`config.mk`:
```
export PLATFORM = sky130hd
export DESIGN_NAME = multicycle_control_fsm
export DESIGN_NICKNAME = d
export VERILOG_FILES = /design/src/rtl/femto_ctrl_pkg.sv /design/src/rtl/multicycle_control_fsm_decode.sv /design/src/rtl/multicycle_control_fsm.sv
export SDC_FILE = /design/constraint.sdc
export NUM_CORES = 1
export LEC_CHECK = 0
export CELL_PAD_IN_SITES_DETAIL_PLACEMENT = 1
export CELL_PAD_IN_SITES_GLOBAL_PLACEMENT = 2
export CORE_UTILIZATION = 26
export DETAILED_ROUTE_END_ITERATION = 8
export PLACE_DENSITY = 0.92
export SETUP_SLACK_MARGIN = 0.3
export SLEW_MARGIN = 20
export SYNTH_ARGS = -nofsm -noshare
export SYNTH_HDL_FRONTEND = slang
export SYNTH_SLANG_ARGS = --single-unit
```
`constraint.sdc`:
```
create_clock -name clk -period 3.9 [get_ports clk]
set_clock_uncertainty 0.15 [all_clocks]
set_input_delay 0.975 -clock clk [delete_from_list [all_inputs] [get_ports clk]]
set_output_delay 0.975 -clock clk [all_outputs]
set_load 0.005 [all_outputs]
```
`src/rtl/femto_ctrl_pkg.sv`:
```
// femto_ctrl_pkg
// Shared definitions for the femtoRV32 multi-cycle controller: FSM state
// encoding, RV32I major opcodes, the opcode class produced by the decoder,
// and the datapath control encodings. The alu_op values are the ones
// ALUControlUnit decodes, so they must not be renumbered.
package femto_ctrl_pkg;

  // Controller states.
  typedef enum logic [2:0] {
    ST_BOOT   = 3'd0,
    ST_FETCH  = 3'd1,
    ST_DECODE = 3'd2,
    ST_EXEC   = 3'd3,
    ST_MEM    = 3'd4,
    ST_WB     = 3'd5,
    ST_HALT   = 3'd6,
    ST_TRAP   = 3'd7
  } state_e;

  // RV32I major opcodes (IR[6:0]).
  localparam logic [6:0] OPC_R      = 7'b0110011;
  localparam logic [6:0] OPC_I_ALU  = 7'b0010011;
  localparam logic [6:0] OPC_LOAD   = 7'b0000011;
  localparam logic [6:0] OPC_STORE  = 7'b0100011;
  localparam logic [6:0] OPC_BRANCH = 7'b1100011;
  localparam logic [6:0] OPC_JAL    = 7'b1101111;
  localparam logic [6:0] OPC_JALR   = 7'b1100111;
  localparam logic [6:0] OPC_LUI    = 7'b0110111;
  localparam logic [6:0] OPC_AUIPC  = 7'b0010111;
  localparam logic [6:0] OPC_FENCE  = 7'b0001111;
  localparam logic [6:0] OPC_SYSTEM = 7'b1110011;

  // Instruction class, registered in DECODE.
  typedef enum logic [3:0] {
    CLS_R      = 4'd0,
    CLS_I_ALU  = 4'd1,
    CLS_LOAD   = 4'd2,
    CLS_STORE  = 4'd3,
    CLS_BRANCH = 4'd4,
    CLS_JAL    = 4'd5,
    CLS_JALR   = 4'd6,
    CLS_LUI    = 4'd7,
    CLS_AUIPC  = 4'd8,
    CLS_FENCE  = 4'd9,
    CLS_SYSTEM = 4'd10
  } op_class_e;

  // ALU operation class consumed by ALUControlUnit.
  typedef enum logic [1:0] {
    ALU_ADD    = 2'b00,
    ALU_BRANCH = 2'b01,
    ALU_RTYPE  = 2'b10,
    ALU_ITYPE  = 2'b11
  } alu_op_e;

  // ALU operand A source.
  typedef enum logic [1:0] {
    SRC_A_RS1  = 2'b00,
    SRC_A_PC   = 2'b01,
    SRC_A_ZERO = 2'b10
  } alu_src_a_e;

  // ALU operand B source.
  localparam logic SRC_B_RS2 = 1'b0;
  localparam logic SRC_B_IMM = 1'b1;

  // Next-PC source.
  typedef enum logic [1:0] {
    PC_PLUS4 = 2'b00,
    PC_IMM   = 2'b01,
    PC_ALU   = 2'b10
  } pc_src_e;

  // Register-file write-back source.
  typedef enum logic [1:0] {
    WB_ALU = 2'b00,
    WB_MEM = 2'b01,
    WB_PC4 = 2'b10,
    WB_IMM = 2'b11
  } wb_sel_e;

  // Bundle of every control output, so the output decoder can clear all of
  // them with a single default assignment.
  typedef struct packed {
    logic       mem_req;
    logic       mem_we;
    logic       mem_addr_sel;
    logic       ir_write;
    alu_op_e    alu_op;
    alu_src_a_e alu_src_a;
    logic       alu_src_b;
    logic       reg_write;
    wb_sel_e    wb_sel;
    logic       pc_write;
    pc_src_e    pc_src;
    logic       instr_done;
    logic       halted;
    logic       illegal;
  } ctrl_t;

endpackage : femto_ctrl_pkg

```
`src/rtl/multicycle_control_fsm_decode.sv`:
```
// opcode_class_decode
// Purely combinational map from the 7-bit major opcode to an instruction
// class. valid_o is low for any opcode outside RV32I; class_o is then
// don't-care (driven as CLS_R).
//
// Ports:
//   opcode_i  in  7  IR[6:0]
//   class_o   out    decoded instruction class
//   valid_o   out 1  opcode is a recognised RV32I major opcode
module opcode_class_decode
  import femto_ctrl_pkg::*;
(
  input  logic [6:0] opcode_i,
  output op_class_e  class_o,
  output logic       valid_o
);

  always_comb begin
    class_o = CLS_R;
    valid_o = 1'b1;
    unique case (opcode_i)
      OPC_R:      class_o = CLS_R;
      OPC_I_ALU:  class_o = CLS_I_ALU;
      OPC_LOAD:   class_o = CLS_LOAD;
      OPC_STORE:  class_o = CLS_STORE;
      OPC_BRANCH: class_o = CLS_BRANCH;
      OPC_JAL:    class_o = CLS_JAL;
      OPC_JALR:   class_o = CLS_JALR;
      OPC_LUI:    class_o = CLS_LUI;
      OPC_AUIPC:  class_o = CLS_AUIPC;
      OPC_FENCE:  class_o = CLS_FENCE;
      OPC_SYSTEM: class_o = CLS_SYSTEM;
      default:    valid_o = 1'b0;
    endcase
  end

endmodule : opcode_class_decode

```
`src/rtl/multicycle_control_fsm.sv`:
```
// multicycle_control_fsm
// Multi-cycle main controller for the femtoRV32 core. Steps the datapath
// through FETCH / DECODE / EXEC / MEM / WB over a single memory port shared
// by instruction fetch and data access. Outputs are decoded from the state
// and the instruction class captured in DECODE; the only input-dependent
// outputs are the handshake completions (ir_write, STORE completion on
// mem_ready) and the branch target select (branch_cond).
//
// Optional feature: define CTRL_PERF_CNT_EN to add the cycle_cnt and
// instret_cnt performance counters (CNT_W bits, wrapping).
//
// Ports:
//   clk, rst_n        clock (rising edge), asynchronous active-low reset
//   opcode      in 7  IR[6:0], stable from DECODE to end of instruction
//   branch_cond in 1  comparator result, used in EXEC of a branch
//   mem_ready   in 1  memory acknowledges the current request
//   mem_req/mem_we/mem_addr_sel   memory request, write strobe, address sel
//   ir_write                      latch fetched word into IR
//   alu_op/alu_src_a/alu_src_b    ALU class and operand selects
//   reg_write/wb_sel              register-file write enable and source
//   pc_write/pc_src               PC update enable and source
//   instr_done                    pulse in the last cycle of an instruction
//   halted/illegal                sticky terminal-state flags
//   cycle_cnt/instret_cnt         performance counters (CTRL_PERF_CNT_EN)
module multicycle_control_fsm
  import femto_ctrl_pkg::*;
#(
  parameter int unsigned CNT_W = 32
) (
  input  logic             clk,
  input  logic             rst_n,
  input  logic [6:0]       opcode,
  input  logic             branch_cond,
  input  logic             mem_ready,
  output logic             mem_req,
  output logic             mem_we,
  output logic             mem_addr_sel,
  output logic             ir_write,
  output logic [1:0]       alu_op,
  output logic [1:0]       alu_src_a,
  output logic             alu_src_b,
  output logic             reg_write,
  output logic [1:0]       wb_sel,
  output logic             pc_write,
  output logic [1:0]       pc_src,
  output logic             instr_done,
  output logic             halted,
  output logic             illegal
`ifdef CTRL_PERF_CNT_EN
  ,
  output logic [CNT_W-1:0] cycle_cnt,
  output logic [CNT_W-1:0] instret_cnt
`endif
);

  if (CNT_W < 1 || CNT_W > 64) begin : g_cnt_w_check
    $error("CNT_W must be in 1..64");
  end

  state_e    state_q, state_d;
  op_class_e cls_q, cls_d;
  op_class_e dec_cls;
  logic      dec_valid;
  ctrl_t     ctrl;

  opcode_class_decode u_decode (
    .opcode_i (opcode),
    .class_o  (dec_cls),
    .valid_o  (dec_valid)
  );

  // ---------------------------------------------------------------------
  // State and class registers
  // ---------------------------------------------------------------------
  // NOTE: sequential state uses non-blocking assignments so every flop
  // samples pre-edge values regardless of process evaluation order.
  always_ff @(posedge clk or negedge rst_n) begin
    if (!rst_n) begin
      state_q <= ST_BOOT;
      cls_q   <= CLS_R;
    end else begin
      state_q <= state_d;
      cls_q   <= cls_d;
    end
  end

  // The class is captured once in DECODE and held for EXEC/MEM/WB, so the
  // later states do not depend on the opcode path timing.
  assign cls_d = (state_q == ST_DECODE) ? dec_cls : cls_q;

  // ---------------------------------------------------------------------
  // Next-state logic
  // ---------------------------------------------------------------------
  // NOTE: every combinational output gets a default before the case so no
  // path leaves it unassigned, which would infer a latch.
  always_comb begin
    state_d = state_q;
    unique case (state_q)
      ST_BOOT:  state_d = ST_FETCH;
      ST_FETCH: if (mem_ready) state_d = ST_DECODE;
      ST_DECODE: begin
        if (!dec_valid) begin
          state_d = ST_TRAP;
        end else begin
          unique case (dec_cls)
            CLS_SYSTEM:                  state_d = ST_HALT;
            CLS_JAL, CLS_LUI, CLS_FENCE: state_d = ST_WB;
            default:                     state_d = ST_EXEC;
          endcase
        end
      end
      ST_EXEC: begin
        unique case (cls_q)
          CLS_LOAD, CLS_STORE: state_d = ST_MEM;
          CLS_BRANCH:          state_d = ST_FETCH;
          default:             state_d = ST_WB;
        endcase
      end
      ST_MEM: begin
        if (mem_ready) state_d = (cls_q == CLS_STORE) ? ST_FETCH : ST_WB;
      end
      ST_WB:   state_d = ST_FETCH;
      // Terminal states: only reset leaves them.
      ST_HALT: state_d = ST_HALT;
      ST_TRAP: state_d = ST_TRAP;
      default: state_d = ST_BOOT;
    endcase
  end

  // ---------------------------------------------------------------------
  // Output decode
  // ---------------------------------------------------------------------
  always_comb begin
    ctrl = '0;
    unique case (state_q)
      ST_FETCH: begin
        ctrl.mem_req  = 1'b1;
        ctrl.ir_write = mem_ready;
      end

      ST_EXEC: begin
        unique case (cls_q)
          CLS_R: begin
            ctrl.alu_op = ALU_RTYPE;
          end
          CLS_I_ALU: begin
            ctrl.alu_op    = ALU_ITYPE;
            ctrl.alu_src_b = SRC_B_IMM;
          end
          CLS_LOAD, CLS_STORE, CLS_JALR: begin
            ctrl.alu_op    = ALU_ADD;
            ctrl.alu_src_b = SRC_B_IMM;
          end
          CLS_AUIPC: begin
            ctrl.alu_op    = ALU_ADD;
            ctrl.alu_src_a = SRC_A_PC;
            ctrl.alu_src_b = SRC_B_IMM;
          end
          CLS_BRANCH: begin
            // Branches retire here; the comparator result picks the target.
            ctrl.alu_op     = ALU_BRANCH;
            ctrl.pc_src     = branch_cond ? PC_IMM : PC_PLUS4;
            ctrl.pc_write   = 1'b1;
            ctrl.instr_done = 1'b1;
          end
          default: ;
        endcase
      end

      ST_MEM: begin
        // Address and write strobe depend only on state/class, so they stay
        // constant for as long as the request is waiting.
        ctrl.mem_req      = 1'b1;
        ctrl.mem_addr_sel = 1'b1;
        ctrl.mem_we       = (cls_q == CLS_STORE);
        if (cls_q == CLS_STORE && mem_ready) begin
          ctrl.pc_write   = 1'b1;
          ctrl.instr_done = 1'b1;
        end
      end

      ST_WB: begin
        ctrl.pc_write   = 1'b1;
        ctrl.instr_done = 1'b1;
        unique case (cls_q)
          CLS_R, CLS_I_ALU, CLS_AUIPC: begin
            ctrl.reg_write = 1'b1;
            ctrl.wb_sel    = WB_ALU;
          end
          CLS_LOAD: begin
            ctrl.reg_write = 1'b1;
            ctrl.wb_sel    = WB_MEM;
          end
          CLS_JAL: begin
            ctrl.reg_write = 1'b1;
            ctrl.wb_sel    = WB_PC4;
            ctrl.pc_src    = PC_IMM;
          end
          CLS_JALR: begin
            ctrl.reg_write = 1'b1;
            ctrl.wb_sel    = WB_PC4;
            ctrl.pc_src    = PC_ALU;
          end
          CLS_LUI: begin
            ctrl.reg_write = 1'b1;
            ctrl.wb_sel    = WB_IMM;
          end
          default: ;  // FENCE: retire without writing a register
        endcase
      end

      // The terminal states are absorbing, so decoding the flags from the
      // state keeps them sticky until reset without extra flops.
      ST_HALT: ctrl.halted  = 1'b1;
      ST_TRAP: ctrl.illegal = 1'b1;
      default: ;
    endcase
  end

  assign mem_req      = ctrl.mem_req;
  assign mem_we       = ctrl.mem_we;
  assign mem_addr_sel = ctrl.mem_addr_sel;
  assign ir_write     = ctrl.ir_write;
  assign alu_op       = ctrl.alu_op;
  assign alu_src_a    = ctrl.alu_src_a;
  assign alu_src_b    = ctrl.alu_src_b;
  assign reg_write    = ctrl.reg_write;
  assign wb_sel       = ctrl.wb_sel;
  assign pc_write     = ctrl.pc_write;
  assign pc_src       = ctrl.pc_src;
  assign instr_done   = ctrl.instr_done;
  assign halted       = ctrl.halted;
  assign illegal      = ctrl.illegal;

`ifdef CTRL_PERF_CNT_EN
  // ---------------------------------------------------------------------
  // Performance counters (wrap modulo 2^CNT_W)
  // ---------------------------------------------------------------------
  logic [CNT_W-1:0] cycle_cnt_q, instret_cnt_q;
  logic             cycle_en;

  // BOOT and the terminal states are not part of program execution.
  assign cycle_en = !(state_q inside {ST_BOOT, ST_HALT, ST_TRAP});

  always_ff @(posedge clk or negedge rst_n) begin
    if (!rst_n) begin
      cycle_cnt_q   <= '0;
      instret_cnt_q <= '0;
    end else begin
      if (cycle_en)        cycle_cnt_q   <= cycle_cnt_q + CNT_W'(1);
      if (ctrl.instr_done) instret_cnt_q <= instret_cnt_q + CNT_W'(1);
    end
  end

  assign cycle_cnt   = cycle_cnt_q;
  assign instret_cnt = instret_cnt_q;
`endif

endmodule : multicycle_control_fsm

```
# Yosys cells after proc, flatten, opt, wreduce, memory -nomap -nowiden
# Cells that the tools add are included.
dict set report word_totals {
  regBits 7
  out_inout_bits 18
  elab_cells 73
}
dict set report classes {
  eq_ne 32
  muxes 27
  n_reduce_logical 12
}
# operator count
set ops {}
lappend ops {{one-hot mux 4 bit (10 select lines)} 1}
lappend ops {{== test 7 bit (second input constant)} 4}
lappend ops {{== test 4 x 3 -> 1 bit (second input constant)} 6}
lappend ops {{== test 7 x 6 -> 1 bit (second input constant)} 3}
lappend ops {{one-hot mux 3 bit (7 select lines)} 1}
lappend ops {{two-way mux 3 bit} 5}
lappend ops {{== test 7 x 5 -> 1 bit (second input constant)} 2}
lappend ops {{== test 3 bit (second input constant)} 4}
lappend ops {{== test 4 bit (second input constant)} 3}
lappend ops {{one-hot mux 3 bit (2 select lines)} 2}
lappend ops {{one-hot mux 3 bit (4 select lines)} 1}
lappend ops {{OR reduction 11 bit} 1}
lappend ops {{two-way mux 1 bit} 9}
lappend ops {{== test 4 x 2 -> 1 bit (second input constant)} 2}
lappend ops {{one-hot mux 2 bit (2 select lines)} 2}
lappend ops {{OR reduction 2 bit} 4}
lappend ops {{== test 7 x 2 -> 1 bit (second input constant)} 1}
lappend ops {{== test 7 x 4 -> 1 bit (second input constant)} 1}
lappend ops {{== test 3 x 2 -> 1 bit (second input constant)} 2}
lappend ops {{one-hot mux 1 bit (3 select lines)} 2}
lappend ops {{one-hot mux 2 bit (3 select lines)} 1}
lappend ops {{OR reduction 3 bit} 2}
lappend ops {{two-way mux 5 bit} 1}
lappend ops {{OR reduction 5 bit} 1}
lappend ops {{9 further kinds} 10}

# Logic depth before layout (Yosys ltp)
# Gate-level depths: netlist of the first run.
dict set report logic_depth {
  depth_word 7
  mapped_depth 5
}

# By module
# A second synthesis of the first run with hierarchy kept.
dict set report unflattened {
  cells_unflattened 120
  hier_area_um2 937.1
}
# module n_inst cells_per_inst area_per_inst_um2 seq_area_each_um2
set by_module_without_submodules {}
lappend by_module_without_submodules {multicycle_control_fsm 1 85 708.2 175.2}
lappend by_module_without_submodules {opcode_class_decode 1 35 229.0 0.0}

# Least setup slack after synthesis of the first run
# No wires, ideal clock.
dict set report synth_timing {
  kind {input-to-output}
  startpoint {input port mem_ready}
  endpoint {output port pc_write}
  arrival_time_ps 1463
  setup_slack_ps 1312
  path_stages 3
  path_buffers 1
  cell_sequence {a41oi_1 > o22ai_1 > buf_4}
}
dict set report synth_between {
  elab_chain_cells 3
}
# element line_no
set synth_lines {}
lappend synth_lines {{start, declared} multicycle_control_fsm.sv:34} ;# input logic mem_ready,
lappend synth_lines {{logical AND 1 bit} multicycle_control_fsm.sv:176} ;# if (cls_q == CLS_STORE && mem_ready) begin
lappend synth_lines {{two-way mux 1 bit} multicycle_control_fsm.sv:176}
lappend synth_lines {{one-hot mux 1 bit (3 select lines)} multicycle_control_fsm.sv:135} ;# unique case (state_q)
lappend synth_lines {{end, declared} multicycle_control_fsm.sv:44} ;# output logic pc_write,
# No other way between the ends.

# Worst setup path in the final report of the first run
dict set report layout_timing {
  startpoint {input port branch_cond}
  endpoint {output port pc_src[0]}
}
dict set report layout_between {
  elab_chain_cells 3
}
# element line_no
set layout_lines {}
lappend layout_lines {{start, declared} multicycle_control_fsm.sv:33} ;# input logic branch_cond,
lappend layout_lines {{two-way mux 1 bit} multicycle_control_fsm.sv:162} ;# ctrl.pc_src = branch_cond ? PC_IMM : PC_PLUS4;
lappend layout_lines {{two-way mux 4 bit} multicycle_control_fsm.sv:142} ;# unique case (cls_q)
lappend layout_lines {{one-hot mux 2 bit (2 select lines)} multicycle_control_fsm.sv:135}
lappend layout_lines {{end, declared} multicycle_control_fsm.sv:45} ;# output logic [1:0] pc_src,
# No other way between the ends.

==> impl_metrics.yaml, run 1 <==
run_status:
  status: "complete, no violations"
power_and_ir_drop:
  pwr-share-clk_pct: 11.0
  leakagePower_nw: 0.369
  vdd_drop_max_v: 0.000149
  seqPwrFrac_pct: 32.1
  p_int_w: 0.000333
  p_per_area_nw_per_um2: 537
  power_switching_w: 0.000260
  p_sw_share_pct: 43.8
  p_comb_share_pct: 56.9
synth:
  synthTopCellsByArea: "dfrtp_1, nor2_1, a21oi_1"
  synth_xor_area_share_pct: 6.28
  synth.most_common_cell: "nor2_1"
  synth_top_area_cell: "dfrtp_1"
  synthAdderAreaFrac_pct: 0
  synth_edf_count: 0
  ys_async_sr_fraction_pct: 100
  synth.distinct_cells: 44
  synth-compound-area-share_pct: 23.0
  synth_top_area_share_pct: 20.9
  synth_warnings: 0
  synth.mux.area_fraction_pct: 3.74
  synth_top_family_by_area: "simple AND/OR/NAND/NOR gates"
  synth-seq-cells: 7
  synth_seq_area_share_pct: 20.9
  syn_area_per_cell_um2: 7.82
  synth-simple-area-share_pct: 34.7
  synth.top_cells.by_count: "nor2_1, a21oi_1, dfrtp_1, nand2_1, nand2b_1"
  synth_fp_nets: 118
  synthCells: 107
  netlist_area_um2: 837
  ys.flop_type: "dfrtp_1"
detailed_routing:
  wire_per_inst_um: 12.9
  num_vias: 852
  routed_wl_um: 2170
  dr.pass1.iters: 4
  ant_nets: 0
  drtIter0Drc: 33
  via_per_inst: 5.07
  drc: 0
place:
  portBuffers: 27
  hpwl_um: 1710
  place_congestion: 0.821
  pre_cts_ws_ns: 0.412
setup_path:
  critPathKind: "in -> out"
  startpoint_type: "input pin"
  cp_max_fo: 1
  slowest_delay_ns: 0.54
  cp_common_cell: "clkdlybuf4s50_1"
  crit_buf_inv: 2
  cp_top_family: "buffers and inverters"
  crit_arrival_ns: 2.35
  cp-end-kind: "output pin"
  crit_path_cell_trace: "clkdlybuf4s50_1 > nor3b_1 > a21oi_1 > nor3_1 > clkdlybuf4s50_1"
  cp.required_ns: 2.77
  slowest_stage: "clkdlybuf4s50_1"
clock_network:
  ctsHtreeMaxLevel: 1
  ctsHoldBuffers: 0
  cts.sinks: 7
  cts_max_path_buffers: 2
  cts-root-buf: "clkbuf_4"
  clk_pin_slew_ns: 0.05
  cts_setup_buffers: 0
  cts_resized: 0
  clk-insertion-delay-late_ns: 0.25
  cts_buffers: 3
  cts_tree: "built"
layout:
  diodes: 0
  drive_gt1_share_pct: 6.45
  final_nets: 136
  utilization_pct: 36.2
  syn_to_final_growth_pct: 32.0
floorplan:
  start_util_pct: 27.4
  die-width_um: 58.7
  die_h_um: 58.7
  dieArea_um2: 3450
  rows: 20
  coreArea_um2: 3050
  ios: 29
timing:
  period_needed_ns: 3.48
  timing.final.hold_violations: 0
  tns_ns: 0
  maxSlewViolCount: 0
  layout_setup_ws_ns: 0.423
  fin_crit_sh_pct: 89.2
  setup_violations: 0
  max_freq_mhz: 288
  rsz0062_at_grt: "no"
grt:
  grt_overflow: 0
  grt_pass1_vias: 773
  track_usage_pct: 13.7
  grt_pass1_wl_um: 3590
  grt_max_degree: 15
  antenna_found_initial: 0
worst_hold_path:
  min_path_type: "reg -> reg"
flow_run:
  drv_cap: 0
==> final cells by class <==
type                    instances  area, µm²
fillers                       394       1950
multi-input cells              84        571
repair buffers                 27        270
flip-flops and latches          7        175
well taps                      44       55.1
clock buffers                   4       26.3
inverters                       2       7.51
==> logic make-up after synthesis <==
logic type / after synthesis
AOI/OAI and AO/OA: 25
xor gates and xnor gates: 6
buffers and inverters: 16
DFF: 7
muxes: 3
other: 1
and+or+nand+nor: 49
==> worst paths after layout <==
check                                        from                      to  slack, ns  depth (start not counted)
setup reg to reg           state_q[0]$_DFFE_PN0P_    cls_q[1]$_DFFE_PN0P_       2.07                          4
min in group asynchronous                   rst_n  state_q[0]$_DFFE_PN0P_       0.83                          1
hold / removal               cls_q[2]$_DFFE_PN0P_    cls_q[2]$_DFFE_PN0P_       0.52                          2
setup / recovery                      branch_cond               pc_src[0]       0.42                          5
hold reg to reg              cls_q[2]$_DFFE_PN0P_    cls_q[2]$_DFFE_PN0P_       0.52                          2
max in group asynchronous                   rst_n    cls_q[1]$_DFFE_PN0P_       2.52                          1
==> worst min-delay path, cell delays in order, from the launching register on <==
cell	delay, ns
dfrtp_1	0.47
nand2_1	0.11
o41ai_2	0.06
==> cells in the final DEF (no fill, tap or decap), types with 4 or more instances in the layout <==
cell type	synthesis	final
a21oi_1	8	8
clkdlybuf4s50_1	0	27
dfrtp_1	7	7
nand2_1	5	5
nand2b_1	5	5
nor2_1	11	11
nor3b_1	4	4
nor4b_1	4	4
==> power groups by stage <==
stage / sequential, W / combinational [W] / clock (W)
2_1_floorplan: 0.000118 / 0.000278 / 0
3_3_place_gp: 0.000190 / 0.000331 / 0
3_5_place_dp: 0.000195 / 0.000340 / 0
4_1_cts: 0.000192 / 0.000342 / 0.0000672
5_1_grt: 0.000202 / 0.000371 / 0.0000718
6_report: 0.000191 / 0.000337 / 0.0000654
==> flip-flops by register name, indices dropped and copies added, names as in the netlist <==
name,count
state_q,3
cls_q,4
==> metrics by stage <==
step,total power [W],instances,hold WS (ns),instance area [µm²]
3_3_place_gp,0.000522,164,0.509,1080
5_1_grt,0.000645,168,0.579,1100
2_1_floorplan,0.000396,107,0.426,837
3_5_place_dp,0.000535,164,0.506,1080
6_report,0.000593,168,0.521,1100
4_1_cts,0.000601,168,0.539,1100
==> layer usage <==
| metal | wire length, µm | part of all wire [%] | track usage [%] | up-vias |
|---|---|---|---|---|
| met5 | 0 | 0 | 0 | - |
| li1 | - | - | - | 419 |
| met1 | 1070 | 49 | 17.9 | 408 |
| met4 | 22 | 1.0 | 7.14 | 0 |
| met3 | 70 | 3.2 | 0.659 | 2 |
| met2 | 1010 | 46 | 22.7 | 23 |
Power figures use the tool's default switching activity.
==> run 2, diff against run 1 <==
- CTS_CLUSTER_SIZE: not set -> 30
==> results of run 2 <==
The final DEF is identical to that of run 1; final timing and power are the same.
